File: config.mk
export PLATFORM = sky130hd
export DESIGN_NAME = aes128_host_if
export DESIGN_NICKNAME = d
export VERILOG_FILES = /design/src/rtl/aes128_host_if.sv
export SDC_FILE = /design/constraint.sdc
export NUM_CORES = 1
export LEC_CHECK = 0
export ABC_AREA = 1
export BUFFER_PORTS_ARGS = -buffer_cell sky130_fd_sc_hd__clkbuf_2
export CAP_MARGIN = 5
export CORE_MARGIN = 4
export CORE_UTILIZATION = 30
export CTS_CLUSTER_DIAMETER = 200
export DETAILED_ROUTE_END_ITERATION = 8
export PLACE_DENSITY = 0.53
export REMOVE_ABC_BUFFERS = 1
export SYNTH_ARGS = -nofsm -noshare
export SYNTH_HDL_FRONTEND = slang
export SYNTH_SLANG_ARGS = --single-unit
File: constraint.sdc
create_clock -name clk -period 2.43 [get_ports clk]
set_clock_uncertainty 0.1 [all_clocks]
set_input_delay 0.243 -clock clk [delete_from_list [all_inputs] [get_ports clk]]
set_output_delay 0.243 -clock clk [all_outputs]
set_load 0.005 [all_outputs]
File: src/rtl/aes128_host_if.sv
// aes128_host_if
//   Byte-stream front end for an AES-128 core. It accepts a frame on the rx
//   port and drives the loaded key, mode and message into the core. After
//   CORE_LATENCY cycles it samples the core result and returns it as 16 bytes
//   on the tx port. All multi-byte fields are sent MSB byte first.
//
//   Frame layout: cmd, key[16] (only if cmd[1]), msg[16]
//     cmd[0] = mode (0 encrypt, 1 decrypt)
//     cmd[1] = key present; when clear, the last loaded key is reused
//
// Ports
//   clk                  in   rising-edge clock
//   reset                in   asynchronous, active-low reset
//   rx_data/valid/ready       inbound byte stream (valid/ready)
//   tx_data/valid/ready       outbound result stream (valid/ready)
//   core_key             out  128-bit key to the core
//   core_mode            out  0 encrypt, 1 decrypt
//   core_input_message   out  128-bit block to the core
//   core_output_message  in   128-bit result from the core
//   busy                 out  frame in progress
//
// CORE_LATENCY must lie in 1..255.
module aes128_host_if #(
  parameter int CORE_LATENCY = 11
) (
  input  logic         clk,
  input  logic         reset,
  input  logic [7:0]   rx_data,
  input  logic         rx_valid,
  output logic         rx_ready,
  output logic [7:0]   tx_data,
  output logic         tx_valid,
  input  logic         tx_ready,
  output logic [127:0] core_key,
  output logic         core_mode,
  output logic [127:0] core_input_message,
  input  logic [127:0] core_output_message,
  output logic         busy
);

  typedef enum logic [2:0] {
    S_CMD  = 3'd0,
    S_KEY  = 3'd1,
    S_MSG  = 3'd2,
    S_WAIT = 3'd3,
    S_TX   = 3'd4
  } state_t;

  localparam logic [7:0] LAT_M1 = 8'(CORE_LATENCY - 1);

  state_t       r_state;
  state_t       w_next;
  logic [3:0]   r_byte_cnt;
  logic [7:0]   r_wait_cnt;
  logic [127:0] r_key;
  logic [127:0] r_msg;
  logic [127:0] r_tx_sh;
  logic         r_mode;

  logic         w_rx_hs;
  logic         w_tx_hs;
  logic         w_last_byte;
  logic         w_capture;

  // byte_cnt wraps 15->0 on the 16th transfer, which is also the state exit,
  // so every multi-byte state starts counting from zero.
  assign w_last_byte = (r_byte_cnt == 4'hf);
  assign w_capture   = (r_state == S_WAIT) && (r_wait_cnt == LAT_M1);

  // ---------------------------------------------------------------------
  // State register
  // ---------------------------------------------------------------------
  always_ff @(posedge clk or negedge reset) begin
    if (!reset) r_state <= S_CMD;
    else        r_state <= w_next;
  end

  // ---------------------------------------------------------------------
  // Next state and state-decoded outputs. Handshake decisions use the raw
  // valid/ready inputs inside each arm so the decoded outputs never depend
  // on rx_valid or tx_ready.
  // ---------------------------------------------------------------------
  always_comb begin
    w_next   = r_state;
    rx_ready = 1'b0;
    tx_valid = 1'b0;
    busy     = 1'b1;
    case (r_state)
      S_CMD: begin
        rx_ready = 1'b1;
        busy     = 1'b0;
        if (rx_valid) w_next = rx_data[1] ? S_KEY : S_MSG;
      end
      S_KEY: begin
        rx_ready = 1'b1;
        if (rx_valid && w_last_byte) w_next = S_MSG;
      end
      S_MSG: begin
        rx_ready = 1'b1;
        if (rx_valid && w_last_byte) w_next = S_WAIT;
      end
      S_WAIT: begin
        if (w_capture) w_next = S_TX;
      end
      S_TX: begin
        tx_valid = 1'b1;
        if (tx_ready && w_last_byte) w_next = S_CMD;
      end
      default: w_next = S_CMD;
    endcase
  end

  assign w_rx_hs = rx_valid & rx_ready;
  assign w_tx_hs = tx_valid & tx_ready;

  // ---------------------------------------------------------------------
  // Datapath: shift registers, counters and result capture
  // ---------------------------------------------------------------------
  always_ff @(posedge clk or negedge reset) begin
    if (!reset) begin
      r_byte_cnt <= 4'd0;
      r_wait_cnt <= 8'd0;
      r_key      <= '0;
      r_msg      <= '0;
      r_tx_sh    <= '0;
      r_mode     <= 1'b0;
    end else begin
      if (r_state == S_CMD && w_rx_hs) r_mode <= rx_data[0];
      if (r_state == S_KEY && w_rx_hs) r_key  <= {r_key[119:0], rx_data};
      if (r_state == S_MSG && w_rx_hs) r_msg  <= {r_msg[119:0], rx_data};

      if (((r_state == S_KEY || r_state == S_MSG) && w_rx_hs) || w_tx_hs)
        r_byte_cnt <= r_byte_cnt + 4'd1;

      // Zero everywhere but S_WAIT, so it is already clear on entry.
      r_wait_cnt <= (r_state == S_WAIT) ? r_wait_cnt + 8'd1 : 8'd0;

      if (w_capture)    r_tx_sh <= core_output_message;
      else if (w_tx_hs) r_tx_sh <= {r_tx_sh[119:0], 8'h00};
    end
  end

  // Core inputs come straight from the shift registers; the core is only
  // sampled once they have been stable for CORE_LATENCY cycles.
  assign core_key           = r_key;
  assign core_mode          = r_mode;
  assign core_input_message = r_msg;
  assign tx_data            = r_tx_sh[127:120];

endmodule

After elaboration in Yosys (flattened, before gate mapping)
Index checks and enable logic that the tools add are counted.
{"block": "word_totals", "input_bits": 140, "word_cells": 48, "output_inout_bits": 268, "ff_bits": 400}
{"block": "classes", "eq_ne": 11, "muxes": 13, "add_sub_neg": 2, "n_bitwise": 2, "n_reduce_logical": 13}
{"cell": "128-bit two-way mux", "count": 2}
{"cell": "3-bit two-way mux", "count": 5}
{"cell": "3-bit one-hot mux with 5 select lines", "count": 1}
{"cell": "2-bit != test, second input constant", "count": 5}
{"cell": "8-bit by 1-bit adder with 8-bit output, second input constant", "count": 1}
{"cell": "8-bit by 4-bit == test with 1-bit output, second input constant", "count": 1}
{"cell": "8-bit two-way mux", "count": 1}
{"cell": "1-bit logical AND", "count": 7}
{"cell": "3-bit by 2-bit == test with 1-bit output, second input constant", "count": 2}
{"cell": "5-bit AND reduction", "count": 1}
{"cell": "4-bit by 1-bit adder with 4-bit output, second input constant", "count": 1}
{"cell": "4-bit == test, second input constant", "count": 1}
{"cell": "3-bit by 1-bit == test with 1-bit output, second input constant", "count": 1}
{"cell": "3-bit == test, second input constant", "count": 1}
{"cell": "3-bit logical NOT", "count": 1}
{"cell": "1-bit two-way mux", "count": 3}
{"cell": "3-bit OR reduction", "count": 1}
{"cell": "1-bit bitwise AND", "count": 2}
{"cell": "1-bit logical OR", "count": 2}
{"cell": "2-bit two-way mux", "count": 1}
{"cell": "2-bit nonzero test", "count": 1}

Logic depth before layout (Yosys ltp)
{"block": "depth", "ltp_word": 6, "ltp_mapped": 9, "depth_no_buf": 8}

Least setup slack after synthesis
Ideal clock, no wire load.
{"block": "synth_timing", "path_type": "reg-to-reg", "from": "register r_wait_cnt[0]", "to": "register r_tx_sh[47]", "slack_ns": 0.845, "path_buffers": 2, "arrival_time_ns": 1.360, "required_ns": 2.205, "path_stages_with_launch": 10, "synth_period_minus_slack_ns": 1.585, "setup_time_ns": 0.125, "path_cell_list": "dfrtp_1 > inv_1 > ha_1 > nand3_1 > nor2_1 > nand2_2 > buf_2 > buf_2 > nand3_1 > nand3_1"}
{"block": "synth_between", "elab_chain_cells": 3, "word_cells_on_any_way": 4, "classes_between": "eq/ne (1); mux (1); reduce/logical (2)"}
{"element": "from (decl)", "line_no": "54", "text": "logic [7:0] r_wait_cnt;"}
{"element": "from (signal assigned)", "line_no": "136", "text": "r_wait_cnt <= (r_state == S_WAIT) ? r_wait_cnt + 8'd1 : 8'd0;"}
{"element": "8-bit by 4-bit == test with 1-bit output *", "line_no": "68", "text": "assign w_capture = (r_state == S_WAIT) && (r_wait_cnt == LAT_M1);"}
{"element": "1-bit logical AND *", "line_no": "68"}
{"element": "128-bit two-way mux or 2-bit nonzero test (tied branches)"}
{"element": "to (signal assigned)", "line_no": "138", "text": "if (w_capture) r_tx_sh <= core_output_message;"}
{"element": "to (signal assigned)", "line_no": "139", "text": "else if (w_tx_hs) r_tx_sh <= {r_tx_sh[119:0], 8'h00};"}
{"element": "to (decl)", "line_no": "57", "text": "logic [127:0] r_tx_sh;"}
Every way passes the cells marked *; elsewhere a longest branch is shown, timed or not.
A chain may end at the register's enable or synchronous reset.

Worst setup path after layout
{"block": "layout_timing", "from": "register r_state[1]", "to": "output tx_valid"}
{"block": "layout_between", "elab_chain_cells": 2}
{"element": "from (decl)", "line_no": "51", "text": "state_t r_state;"}
{"element": "from (signal assigned)", "line_no": "75", "text": "else r_state <= w_next;"}
{"element": "3-bit == test", "line_no": "88", "text": "case (r_state)"}
{"element": "1-bit two-way mux", "line_no": "88"}
{"element": "to (decl)", "line_no": "32", "text": "output logic tx_valid,"}
No other way between the ends.

==> run_results.csv <==
group,metric,value,unit
status,outcome,"complete, no violations",
critical_path,worstPathArrival,1.98,ns
yosys,synth.area.mux_share,0,%
placement,pre_cts_ws,0.462,ns
grt,grt_pass1_wl,82800,µm
critical_path,cp-start-kind,"register",
yosys,synth_top_family_by_area,"simple AND/OR/NAND/NOR gates",
sta,hold_violations,0,
flow_run,drv_cap,0,
floorplanning,dieArea,0.0590,mm²
yosys,ys_top_cells_by_area,"dfrtp_1 60%, nand2_1 16%, nand3_1 14%",
critical_path,worstRegToRegCells,9,
critical_path,r2r-end,"r_tx_sh[35]$_DFFE_PN0P_",
power_and_ir_drop,fin_total_pwr,0.0208,W
clock_tree,clock_latency,0.58,ns
power_and_ir_drop,power.leakage,12.0,nW
yosys,synth.most_common_cell,"nand2_1",
placement,dp_hpwl,34100,µm
yosys,syn_inst,1887,
yosys,yosys_most_used_dff,"dfrtp_1",
route,first_pass_iters,5,
floorplanning,die-height,243,µm
grt,antenna_found_initial,1,
sta,final-setup-viol-count,0,
route,wl,52700,µm
yosys,synthAdderAreaFrac,0.227,%
yosys,synth-compound-area-share,2.66,%
yosys,ys_seq_elements,400,
route,drt_iter0_markers,1291,
placement,dp_cells,2884,
floorplanning,start_util,30.5,%
yosys,synthSimpleGateAreaFrac,31.2,%
yosys,async_flop_share,100,%
critical_path,crit_type,"reg -> out",
yosys,synth_xor_area_share,0.106,%
placement,gp_congestion,0.817,
power_and_ir_drop,ir_drop,659,µV
grt,grt_pass1_vias,14431,
clock_tree,clk_pin_slew,0.06,ns
hold_path,hold_class,"in -> async",
yosys,ys_seq_area_share,60.5,%
yosys,synth_top_cell_area_share,60.5,%
clock_tree,cts_sinks,400,
sta,rsz0062_at_grt,"false",
sta,max_slew_margin,50.9,%
critical_path,end_kind,"output pin",
floorplanning,ios,408,
route,via_per_inst,4.80,
floorplanning,rows,85,
sta,fmax,0.431,GHz
clock_tree,cts_inserted_buffers,46,
route,via_count,14933,
grt,grt_use_total,17.0,%
critical_path,crit_required,2.09,ns
sta,drv_slew,0,
cells_and_area,instances_no_fill,3112,
yosys,synthesis.area,0.0165,mm²
cells_and_area,fillCellCount,5382,
grt,grt_max_degree,129,
clock_tree,clockBufferDepth,3,
floorplanning,die_w,243,µm
cells_and_area,layout-drive-gt1-share,22.0,%
floorplanning,core_area,0.0542,mm²
clock_tree,root_buffer,"clkbuf_16",
sta,fin_ws,0.109,ns
yosys,synth_common_cells,"706 x nand2_1, 475 x nand3_1, 400 x dfrtp_1",
clock_tree,cts_tree,"done",
cells_and_area,fin_nets,2523,
critical_path,reg2reg_slack,0.15,ns
route,drtAntennaViolNets,0,
route,avgRoutedWirePerCell,16.9,µm
critical_path,rr_startpoint,"r_wait_cnt[0]$_DFF_PN0_",
clock_tree,htreeDepth,2,
yosys,synth.distinct_cells,20,
sta,period_minus_slack,2.32,ns
yosys,synth_edf_count,0,
placement,io_buffers,407,
cells_and_area,area_growth,34.9,%
grt,grt-ovfl-total,0,
sta,min_period_over_period,95.5,%
yosys,yosys_warnings,0,
route,drc,0,
sta,tightest_slew,0.736,ns
yosys,synth_area_leader_cell,"dfrtp_1",
critical_path,worstPathMaxFanout,113,
yosys,syn_area_per_cell,8.77,µm²
power_and_ir_drop,powerDensity,931,mW/mm²
critical path: stages (launching register included):
cell and delay (ns):
dfrtp_2 0.44, nor2_1 0.11, nand2_1 0.11, clkinv_2 0.12, buf_16 0.34, buf_6 0.17
cells by family after synthesis:
kind of cell / after synthesis
and+or+nand+nor: 1209
DFF: 400
buffers and inverters: 191
AOI/OAI and AO/OA: 82
adders and majority gates: 3
xor gates and xnor gates: 2
flip-flops by register name, summed over array words and instances (netlist names):
name / flops
core_key: 128
r_state: 3
core_mode: 1
r_tx_sh: 128
r_byte_cnt: 4
core_input_message: 128
r_wait_cnt: 8
worst max path at each step:
stage,to,slack (ns),start,depth (start not counted)
4_1_cts,r_tx_sh[106]$_DFFE_PN0P_,0.03,r_wait_cnt[0]$_DFF_PN0_,8
2_1_floorplan,r_tx_sh[0]$_DFFE_PN0P_,-5.49,r_wait_cnt[0]$_DFF_PN0_,7
3_5_place_dp,r_state[0]$_DFFE_PN0P_,0.46,r_wait_cnt[0]$_DFF_PN0_,8
6_report,tx_valid,0.11,r_state[1]$_DFFE_PN0P_,5
3_3_place_gp,r_state[1]$_DFFE_PN0P_,0.43,r_wait_cnt[0]$_DFF_PN0_,9
5_1_grt,tx_valid,0.02,r_state[1]$_DFFE_PN0P_,5
routing by layer:
layer  vias up  wire [µm]  track usage [%]
li1       7135          -                -
met1      7229      23800             24.4
met2       518      24200             26.3
met3        51       3880             4.01
met4         0        817             3.97
met5         -          0                0
placed cells by master, fill, tap and decap left out, drive strengths merged, types with 2 or more instances in the layout:
master	synthesis	routed
xor2	2	2
a21oi	7	7
nand2	709	709
ha	3	3
o211ai	10	10
o21ai	63	63
clkbuf	45	477
dlygate4sd3	0	141
bufinv	0	2
buf	97	40
inv	49	50
clkinv	0	8
nor2	20	20
nand4	4	4
o31ai	2	2
nand3	475	475
dfrtp	400	400
power by group:
part           internal (W)  leakage [nW]  switching (W)
registers           0.00788          5.47        0.00104
clock network       0.00414         0.749        0.00278
logic               0.00187          5.78        0.00307
total                0.0139          12.0        0.00689
final cells by class:
class                   count  area (µm²)  area share [%]
flip-flops and latches    400       10000            44.8
multi-input cells        1296        5690            25.5
repair buffers            587        4040            18.1
clock buffers              71        1390            6.20
well taps                 696         871            3.90
inverters                  49         189           0.846
clock inverters            12         135           0.605
diodes                      1        2.50          0.0112
stage by stage:
stage	hold slack, ns	setup TNS (ns)	util, %	cell area (µm²)
floorplan	-0.153	-894.26	-	15800
global placement	0.169	0	35.6	19300
detailed placement	0.175	0	35.6	19300
CTS	0.138	0	41.0	22200
global route	0.162	0	41.2	22300
finish	0.126	0	41.2	22300
what timing repair did:
item                                   CTS  global route
endpoints found under the hold margin  205             0
hold buffers                           141             0
buffers inserted                         0             1
setup endpoints to repair                0             3
gates resized for setup                  0             8
No activity file was read; power rests on OpenSTA's default activity.
